File: src/rtl/pts_pkg.sv
// Shared types and constants for the parallel-to-serial serializer.
// Optional parity state is enabled by defining PTS_SERIALIZER_PARITY_EN.
package pts_pkg;

  localparam logic PTS_IDLE_LEVEL = 1'b1;

  typedef enum logic [1:0] {
    PTS_IDLE  = 2'd0,
`ifdef PTS_SERIALIZER_PARITY_EN
    PTS_SHIFT = 2'd1,
    PTS_PARITY = 2'd2
`else
    PTS_SHIFT = 2'd1
`endif
  } pts_state_t;

endpackage

File: src/rtl/pts_bit_timer.sv
// Bit period counter: counts 0..BIT_PERIOD-1 while enabled, strobe marks the
// last clock of each bit. Held at zero while disabled so every word starts aligned.
module pts_bit_timer #(
  parameter int BIT_PERIOD = 1
) (
  input  logic clk,
  input  logic n_rst,
  input  logic enable,
  output logic strobe
);

  localparam int CW = (BIT_PERIOD > 1) ? $clog2(BIT_PERIOD) : 1;
  localparam logic [CW-1:0] LAST_COUNT = CW'(BIT_PERIOD - 1);

  logic [CW-1:0] count_reg;
  logic [CW-1:0] count_next;

  assign strobe = enable && (count_reg == LAST_COUNT);

  always_comb begin
    count_next = count_reg;
    if (!enable || strobe) begin
      count_next = '0;
    end else begin
      count_next = count_reg + 1'b1;
    end
  end

  always_ff @(posedge clk or negedge n_rst) begin
    if (!n_rst) begin
      count_reg <= '0;
    end else begin
      count_reg <= count_next;
    end
  end

endmodule

File: src/rtl/pts_serializer.sv
// Parallel-to-serial shifter with a one-entry holding register and back-to-back
// word streaming. Define PTS_SERIALIZER_PARITY_EN to append an even-parity bit.
module pts_serializer
  import pts_pkg::*;
#(
  parameter int NUM_BITS   = 8,
  parameter int SHIFT_MSB  = 1,
  parameter int BIT_PERIOD = 1
) (
  input  logic                clk,
  input  logic                n_rst,
  input  logic                in_valid,
  output logic                in_ready,
  input  logic [NUM_BITS-1:0] parallel_in,
  output logic                serial_out,
  output logic                busy,
  output logic                bit_strobe,
  output logic                done
);

  localparam int BCW = $clog2(NUM_BITS + 1);
  localparam logic [BCW-1:0] LAST_BIT = BCW'(NUM_BITS - 1);

  pts_state_t state_reg, state_next;
  logic [NUM_BITS-1:0] hold_reg, hold_next;
  logic                hold_full_reg, hold_full_next;
  logic [NUM_BITS-1:0] data_reg, data_next;
  logic [BCW-1:0]      bit_cnt_reg, bit_cnt_next;
  logic                done_reg, done_next;
`ifdef PTS_SERIALIZER_PARITY_EN
  logic                parity_reg, parity_next;
`endif

  logic [NUM_BITS-1:0] data_shifted;
  logic                out_bit;
  logic                strobe;
  logic                word_end;
  logic                load_word;

  // Shift toward the output end, back-filling with the idle level.
  generate
    if (SHIFT_MSB != 0) begin : g_msb_first
      assign data_shifted = {data_reg[NUM_BITS-2:0], PTS_IDLE_LEVEL};
      assign out_bit      = data_reg[NUM_BITS-1];
    end else begin : g_lsb_first
      assign data_shifted = {PTS_IDLE_LEVEL, data_reg[NUM_BITS-1:1]};
      assign out_bit      = data_reg[0];
    end
  endgenerate

  pts_bit_timer #(
    .BIT_PERIOD(BIT_PERIOD)
  ) u_bit_timer (
    .clk   (clk),
    .n_rst (n_rst),
    .enable(state_reg != PTS_IDLE),
    .strobe(strobe)
  );

  always_comb begin
    state_next     = state_reg;
    hold_next      = hold_reg;
    hold_full_next = hold_full_reg;
    data_next      = data_reg;
    bit_cnt_next   = bit_cnt_reg;
    done_next      = 1'b0;
    word_end       = 1'b0;
    load_word      = 1'b0;
`ifdef PTS_SERIALIZER_PARITY_EN
    parity_next    = parity_reg;
`endif

    if (in_valid && !hold_full_reg) begin
      hold_next      = parallel_in;
      hold_full_next = 1'b1;
    end

    case (state_reg)
      PTS_IDLE: begin
        if (hold_full_reg) load_word = 1'b1;
      end
      PTS_SHIFT: begin
        if (strobe) begin
          if (bit_cnt_reg == LAST_BIT) begin
            bit_cnt_next = '0;
`ifdef PTS_SERIALIZER_PARITY_EN
            state_next   = PTS_PARITY;
`else
            word_end     = 1'b1;
`endif
          end else begin
            bit_cnt_next = bit_cnt_reg + 1'b1;
            data_next    = data_shifted;
          end
        end
      end
`ifdef PTS_SERIALIZER_PARITY_EN
      PTS_PARITY: begin
        if (strobe) word_end = 1'b1;
      end
`endif
      default: begin
        state_next = PTS_IDLE;
      end
    endcase

    // A pending word chains straight in at end of word, leaving no idle gap.
    if (word_end) begin
      done_next = 1'b1;
      if (hold_full_reg) begin
        load_word = 1'b1;
      end else begin
        state_next = PTS_IDLE;
        data_next  = '1;
      end
    end

    if (load_word) begin
      data_next      = hold_reg;
      hold_full_next = 1'b0;
      bit_cnt_next   = '0;
      state_next     = PTS_SHIFT;
`ifdef PTS_SERIALIZER_PARITY_EN
      parity_next    = ^hold_reg;
`endif
    end
  end

  always_ff @(posedge clk or negedge n_rst) begin
    if (!n_rst) begin
      state_reg     <= PTS_IDLE;
      hold_reg      <= '0;
      hold_full_reg <= 1'b0;
      data_reg      <= '1;
      bit_cnt_reg   <= '0;
      done_reg      <= 1'b0;
`ifdef PTS_SERIALIZER_PARITY_EN
      parity_reg    <= 1'b0;
`endif
    end else begin
      state_reg     <= state_next;
      hold_reg      <= hold_next;
      hold_full_reg <= hold_full_next;
      data_reg      <= data_next;
      bit_cnt_reg   <= bit_cnt_next;
      done_reg      <= done_next;
`ifdef PTS_SERIALIZER_PARITY_EN
      parity_reg    <= parity_next;
`endif
    end
  end

  always_comb begin
    serial_out = PTS_IDLE_LEVEL;
    case (state_reg)
      PTS_SHIFT:  serial_out = out_bit;
`ifdef PTS_SERIALIZER_PARITY_EN
      PTS_PARITY: serial_out = parity_reg;
`endif
      default:    serial_out = PTS_IDLE_LEVEL;
    endcase
  end

  assign in_ready   = !hold_full_reg;
  assign busy       = (state_reg != PTS_IDLE);
  assign bit_strobe = strobe;
  assign done       = done_reg;

endmodule
File: config.mk
export PLATFORM = sky130hd
export DESIGN_NAME = pts_serializer
export DESIGN_NICKNAME = d
export VERILOG_FILES = /design/src/rtl/pts_pkg.sv /design/src/rtl/pts_bit_timer.sv /design/src/rtl/pts_serializer.sv
export SDC_FILE = /design/constraint.sdc
export NUM_CORES = 1
export LEC_CHECK = 0
export BUFFER_PORTS_ARGS = -buffer_cell sky130_fd_sc_hd__buf_2
export CAP_MARGIN = 15
export CORE_ASPECT_RATIO = 0.6
export CORE_MARGIN = 5
export CORE_UTILIZATION = 49
export DETAILED_ROUTE_END_ITERATION = 6
export PLACE_DENSITY_LB_ADDON = 0.25
export SLEW_MARGIN = 30
export SYNTH_ARGS = -nofsm -noshare
export SYNTH_HDL_FRONTEND = slang
export SYNTH_HIERARCHICAL = 1
export SYNTH_SLANG_ARGS = --single-unit
File: constraint.sdc
create_clock -name clk -period 1.6 [get_ports clk]
set_input_delay 0.08 -clock clk [delete_from_list [all_inputs] [get_ports clk]]
set_output_delay 0.08 -clock clk [all_outputs]
set_load 0.01 [all_outputs]
* After elaboration in Yosys (flattened, before gate mapping)
Index checks and enable logic that the tools add are counted.
** Storage, ports and cells
- Bits in registers :: 25
- Bits of input ports :: 11
- Logic and storage cells :: 50
- Bits in latches :: 0
- Output and inout bits :: 5
- Bits in writable memories :: 0
- Memory bits (read-only) :: 0
- Memories kept :: 0
** Operators by class
- Muxes and demuxes :: 26
- Bitwise gates (word level) :: 1
- Magnitude comparators :: 0
- Shift-type cells :: 0
- Equal/unequal tests :: 2
- $mul :: 0
- Add/sub/neg operators :: 2
- Reduce and logical (&&, ||, !) cells :: 12
- Div/mod/pow operators :: 0
** Operators with widths (count)
- $mux 8 :: 6
- $mux 4 :: 4
- $mux 1 :: 12
- $mux 2 :: 4
- $reduce_bool 2->1 :: 4
- $add 4x1->4 const B :: 1
- $eq 4x3->1 const B :: 1
- $eq 2x1->1 const B :: 1
- $logic_and 1x1->1 :: 2
- $logic_not 1->1 :: 2
- $logic_not 2->1 :: 1
- $reduce_and 2->1 :: 1
- $reduce_or 2->1 :: 1
- $add 1x1->1 const B :: 1
- $logic_or 1x1->1 :: 1
- $not 1->1 :: 1

* Depth between registers and ports, before layout
- Word-level depth :: 7
- Mapped depth :: 7
- Gate-level depth less buffers :: 6

* Cells and area by module
The synthesis kept the hierarchy.
** Modules (own cells, without submodules)
- pts_serializer :: area an instance 1058.5 µm², cells each 87, instances 1, sequential area each 610.6 µm²
- pts_bit_timer :: area an instance 42.5 µm², cells each 3, instances 1, sequential area each 25.0 µm²

* Worst setup path before layout
Ideal clock, no wire load.
- Kind :: register to register
- Start :: register state_reg[0]
- End :: register bit_cnt_reg[0]
- Cell stages (with the launch flop) :: 7
- Slack :: 0.033 ns
- Arrival time :: 1.498 ns
- Clock period less this slack :: 1.567 ns
- Data required time :: 1.531 ns
- Path through :: dfrtp_1 -> or2_1 -> nor2b_4 -> and3b_4 -> buf_6 -> mux2_2 -> nor2_2
** Between the ends
- Word-level cells in the longest chain between the ends :: 7
- Elaborated cells between the ends (all ways) :: 13
- Those cells by class :: eq/ne: 1; mux: 6; reduce/logical: 6
** Ends and longest elaborated chain
- from (decl) :: line pts_serializer.sv:24 : pts_state_t state_reg, state_next;
- from (signal assigned) :: line pts_serializer.sv:141 : state_reg <= state_next;
- $reduce_bool 2->1 (*)
- via busy :: line pts_serializer.sv:16 : output logic busy,
- $logic_and 1x1->1 (*) :: line pts_bit_timer.sv:18 : assign strobe = enable && (count_reg == LAST_COUNT);
- via bit_strobe :: line pts_serializer.sv:17 : output logic bit_strobe,
- $mux 1 :: line pts_serializer.sv:83 : if (strobe) begin
- $mux 1 :: line pts_serializer.sv:78 : case (state_reg)
- $mux 1 :: line pts_serializer.sv:108 : if (word_end) begin
- $reduce_bool 2->1 (no source line)
- $reduce_and 2->1 (no source line)
- to (signal assigned) :: line pts_serializer.sv:145 : bit_cnt_reg <= bit_cnt_next;
- to (decl) :: line pts_serializer.sv:28 : logic [BCW-1:0] bit_cnt_reg, bit_cnt_next;
The timed path passes the listed nets; every way through them passes the cells marked *.
A chain may end at the register's enable or synchronous reset.

* Worst setup path in the final report
- Start :: register state_reg[0]
- End :: register state_reg[0]
** Between the ends
- Word-level cells in the longest chain between the ends :: 6
- Elaborated cells between the ends (all ways) :: 14
- Those cells by class :: eq/ne: 1; mux: 9; reduce/logical: 4
** Ends and longest elaborated chain
- $eq 2x1->1 (tied with other cells) :: line pts_serializer.sv:78
- $reduce_or 2->1 (no source line) / $logic_and 1x1->1 (equally long branches)
- $mux 2 / $mux 1 (equally long branches) :: line pts_serializer.sv:78, pts_serializer.sv:83
- $mux 2 / $mux 1 (equally long branches) :: line pts_serializer.sv:110, pts_serializer.sv:78
- $mux 2 / $mux 1 (equally long branches) :: line pts_serializer.sv:108
- $mux 2 (*) :: line pts_serializer.sv:118 : if (load_word) begin
- via state_next[0] :: line pts_serializer.sv:24
Marked as above.

==> metrics.txt <==
# TYPE chip_impl_metric gauge
chip_impl_metric{name="average_wire_per_standard_cell",unit="um"} 13.34
chip_impl_metric{name="synth_nets",unit=""} 102
chip_impl_metric{name="dp_cells",unit=""} 135
chip_impl_metric{name="detailedPlacementHpwl",unit="um"} 1303
chip_impl_metric{name="drv.max_cap_violation_count",unit=""} 0
chip_impl_metric{name="grt_use_total",unit="%"} 12.18
chip_impl_metric{name="cts_buffers",unit=""} 3
chip_impl_info{name="crit_chain",value="or2_4 > nor2b_4 > and3b_4 > nor2b_4 > nand2b_1 > a21oi_1"} 1
chip_impl_metric{name="rows",unit=""} 13
chip_impl_metric{name="areaGrowthSynthToFinish",unit="%"} 19.89
chip_impl_metric{name="drt-vias-per-instance",unit=""} 5.042
chip_impl_info{name="yosys.area.top_type",value="dfrtp_1"} 1
chip_impl_metric{name="crit_arrival",unit="ps"} 1760
chip_impl_metric{name="timing.critical_path.required",unit="ps"} 1790
chip_impl_metric{name="drt_iter0_drc",unit=""} 34
chip_impl_metric{name="synth_area_per_cell",unit="sq um"} 12.23
chip_impl_metric{name="worstPathBufferInverterCount",unit=""} 0
chip_impl_info{name="crit_type",value="reg -> reg"} 1
chip_impl_metric{name="regToRegSetupSlack",unit="ps"} 30
chip_impl_metric{name="grt_first_pass_wirelength",unit="um"} 3049
chip_impl_metric{name="gr-total-overflow",unit=""} 0
chip_impl_metric{name="yosys.area.top_type_share",unit="%"} 38.64
chip_impl_metric{name="drt_drc_violations_left",unit=""} 0
chip_impl_metric{name="floorplan.die_area",unit="sq mm"} 0.003326
chip_impl_metric{name="finalSetupViolCount",unit=""} 0
chip_impl_metric{name="clkSinkCount",unit=""} 25
chip_impl_info{name="timing.hold.worst.start",value="parallel_in[6]"} 1
chip_impl_metric{name="floorplan.core_area",unit="sq mm"} 0.002147
chip_impl_metric{name="die_w",unit="um"} 71.20
chip_impl_metric{name="net_total_in_the_final_layout",unit=""} 127
chip_impl_metric{name="postRouteAntennaNets",unit=""} 0
chip_impl_metric{name="critical_path.max_fanout",unit=""} 11
chip_impl_metric{name="powerDensity",unit="mW/mm^2"} 1256
chip_impl_info{name="largest_cells_by_area_after_synthesis",value="dfrtp_1 39%, dfstp_2 19%, mux2_2 8.2%"} 1
chip_impl_metric{name="final_hold_violation_count",unit=""} 0
chip_impl_info{name="hold_class",value="in -> reg"} 1
chip_impl_metric{name="synth_area",unit="sq mm"} 0.001101
chip_impl_metric{name="worst_pin_slew",unit="ps"} 535.2
chip_impl_info{name="hold_end",value="hold_reg[6]"} 1
chip_impl_metric{name="slew-limit-headroom",unit="%"} 64.32
chip_impl_info{name="timing.critical_path.max_delay_family",value="simple AND/OR/NAND/NOR gates"} 1
chip_impl_metric{name="ys_types",unit=""} 29
chip_impl_info{name="most_common_cell_after_layout_fill_and_taps_aside",value="dfrtp_1"} 1
chip_impl_metric{name="die_height",unit="um"} 46.72
chip_impl_info{name="critPathLaunchType",value="flip-flop"} 1
chip_impl_metric{name="num_antenna_cells",unit=""} 0
chip_impl_info{name="tritoncts",value="yes"} 1
chip_impl_metric{name="peak_freq",unit="MHz"} 636.3
chip_impl_metric{name="placement.setup.worst_slack",unit="ps"} -154.6
chip_impl_metric{name="number_of_antenna_violations_at_the_first_check_in_global_routing",unit=""} 0
chip_impl_metric{name="finalWorstSetupSlack",unit="ps"} 28.31
chip_impl_metric{name="vdd_drop_max",unit="mV"} 0.7718
chip_impl_metric{name="vias",unit=""} 726
chip_impl_metric{name="count_of_placed_standard_cells_in_the_final_layout_fillers_left_out",unit=""} 144
chip_impl_metric{name="drive_above_1_share",unit="%"} 44.74
chip_impl_metric{name="final.min_clock_period",unit="ps"} 1572
chip_impl_info{name="rr_startpoint",value="state_reg[0]"} 1
chip_impl_metric{name="fin_skew",unit="ps"} 8.085
chip_impl_info{name="r2r-end",value="state_reg[0]"} 1
chip_impl_metric{name="ioPinCount",unit=""} 16
chip_impl_metric{name="maximum_number_of_pins_on_one_net_before_global_route_repair",unit=""} 26
chip_impl_metric{name="drt_pre_antenna_iters",unit=""} 4
chip_impl_metric{name="worst_hold_slack",unit="ps"} 33.83
chip_impl_info{name="most_used_cells_in_the_layout_excluding_fill_and_tap_cells",value="17 x dfrtp_1, 15 x buf_2, 10 x nand2_1"} 1
chip_impl_metric{name="p_leak",unit="uW"} 0.0006070
chip_impl_metric{name="share_of_the_cycle_needed_by_the_critical_path_after_routing",unit="%"} 98.23
chip_impl_metric{name="depth_of_the_most_critical_reg_to_reg_path",unit=""} 6
chip_impl_info{name="run_status",value="complete, no violations"} 1
chip_impl_metric{name="cts_htree_levels",unit=""} 1
chip_impl_metric{name="synth_seq_cells",unit=""} 25
chip_impl_info{name="cpMostUsedCell",value="nor2b_4"} 1
chip_impl_metric{name="buffer_ports.inserted",unit=""} 15
chip_impl_info{name="unrepaired_setup_endpoints_after_global_routing",value="yes"} 1
chip_impl_metric{name="clockBufferDepth",unit=""} 2
chip_impl_metric{name="start_util",unit="%"} 51.28
chip_impl_metric{name="worst_skew_pair.late_latency",unit="ps"} 260
chip_impl_metric{name="cts_clk_pin_slew_worst_paths",unit="ps"} 80
chip_impl_info{name="cp_max_stage_cell",value="dfrtp_1"} 1
chip_impl_metric{name="yosysWarningCount",unit=""} 6
chip_impl_metric{name="via_count_of_the_first_global_routing_pass",unit=""} 701
chip_impl_metric{name="synth_sequential_area_ratio",unit="%"} 57.73
chip_impl_metric{name="maxSlewViolCount",unit=""} 0
chip_impl_info{name="cts.root.buffer_cell",value="clkbuf_8"} 1
chip_impl_metric{name="finalPower",unit="uW"} 1658
chip_impl_metric{name="post_synth_inst_count",unit=""} 90
chip_impl_metric{name="worstSetupPathDepth",unit=""} 6
chip_impl_metric{name="min_path_cells",unit=""} 2
chip_impl_metric{name="gp_congestion",unit=""} 0.7731
chip_impl_info{name="critical_path_capture_point_type",value="flip-flop"} 1
chip_impl_metric{name="totalWireLength",unit="um"} 1921
chip_impl_metric{name="cpPeakStageDelay",unit="ps"} 400
==> where the power goes <==
group	internal [uW]	total, uW	switching, uW
sequential	859	958	98.9
clock	178	363	185
combinational	184	337	153
==> through the flow <==
step	TNS, ps	instance area, sq um	util (%)
final	0	1320	61.48
after global routing	-129.3	1320	61.48
after CTS	0	1275	59.38
after detailed placement	-1216	1212	56.47
after global placement	0	1212	56.47
after floorplan	0	1101	-
==> routing by layer <==
layer	GRT usage, %	wire (um)	vias up
met5	0	0	-
met4	3.371	6	0
met3	4.575	74	2
met2	21.35	916	13
met1	14.48	923	349
li1	-	-	362
==> worst register-to-register path, stage by stage, from the launching register on <==
cell      delay, ps
dfrtp_1         400
or2_4           300
nor2b_4         140
and3b_4         220
nor2b_4         150
nand2b_1        130
a21oi_1         150
==> logic make-up after synthesis <==
| kind of cell | synth area share (%) |
|---|---|
| and+or+nand+nor | 16.37 |
| DFF | 57.73 |
| AOI/OAI and AO/OA | 9.204 |
| muxes | 10.11 |
| buffers and inverters | 3.181 |
| other | 0.6821 |
| xor gates and xnor gates | 1.591 |
| adders and majority gates | 1.136 |
==> synthesized netlist by cell type <==
library cell   n
ha_1           1
buf_6          1
nor2_1         6
mux2i_1        1
nand2b_1       1
nand3b_4       1
nand2_4        1
nand3b_1       1
nor2b_1        1
conb_1         2
buf_2          1
nor2_2         1
inv_1          1
dfrtp_1       17
o22ai_1        7
mux2_1         1
and3b_4        1
or2_1          1
nor3_2         1
buf_4          2
a21oi_1        1
xor2_1         2
o22ai_2        1
nand4_1        1
dfstp_2        8
mux2_2         8
nor2b_4        2
nand2_1       10
o21ai_0        8
==> worst max path at each step <==
stage	from	end	slack, ps
after floorplan	state_reg[0]	bit_cnt_reg[0]	30
after global placement	state_reg[1]	data_reg[3]	5
after detailed placement	state_reg[0]	data_reg[5]	-150
after CTS	state_reg[0]	state_reg[0]	20
after global routing	state_reg[0]	data_reg[5]	-30
final	state_reg[0]	state_reg[0]	30
==> timing repair <==
item,4_1_cts,5_1_grt
endpoints found under the setup margin,13,14
gates cloned,0,1
resized for setup,1,2
hold buffers,1,0
setup buffers,0,3
endpoints found under the hold margin,17,0
pin swaps,1,2
==> cell type report <==
type,instances,area [sq um]
Tap cell,30,37.54
Clock buffer,4,45.04
Inverter,1,3.754
Sequential cell,25,635.6
Multi-Input combinational cell,61,460.4
Fill cell,176,827.0
Timing Repair Buffer,23,137.6
No activity file was read; power rests on OpenSTA's default activity.
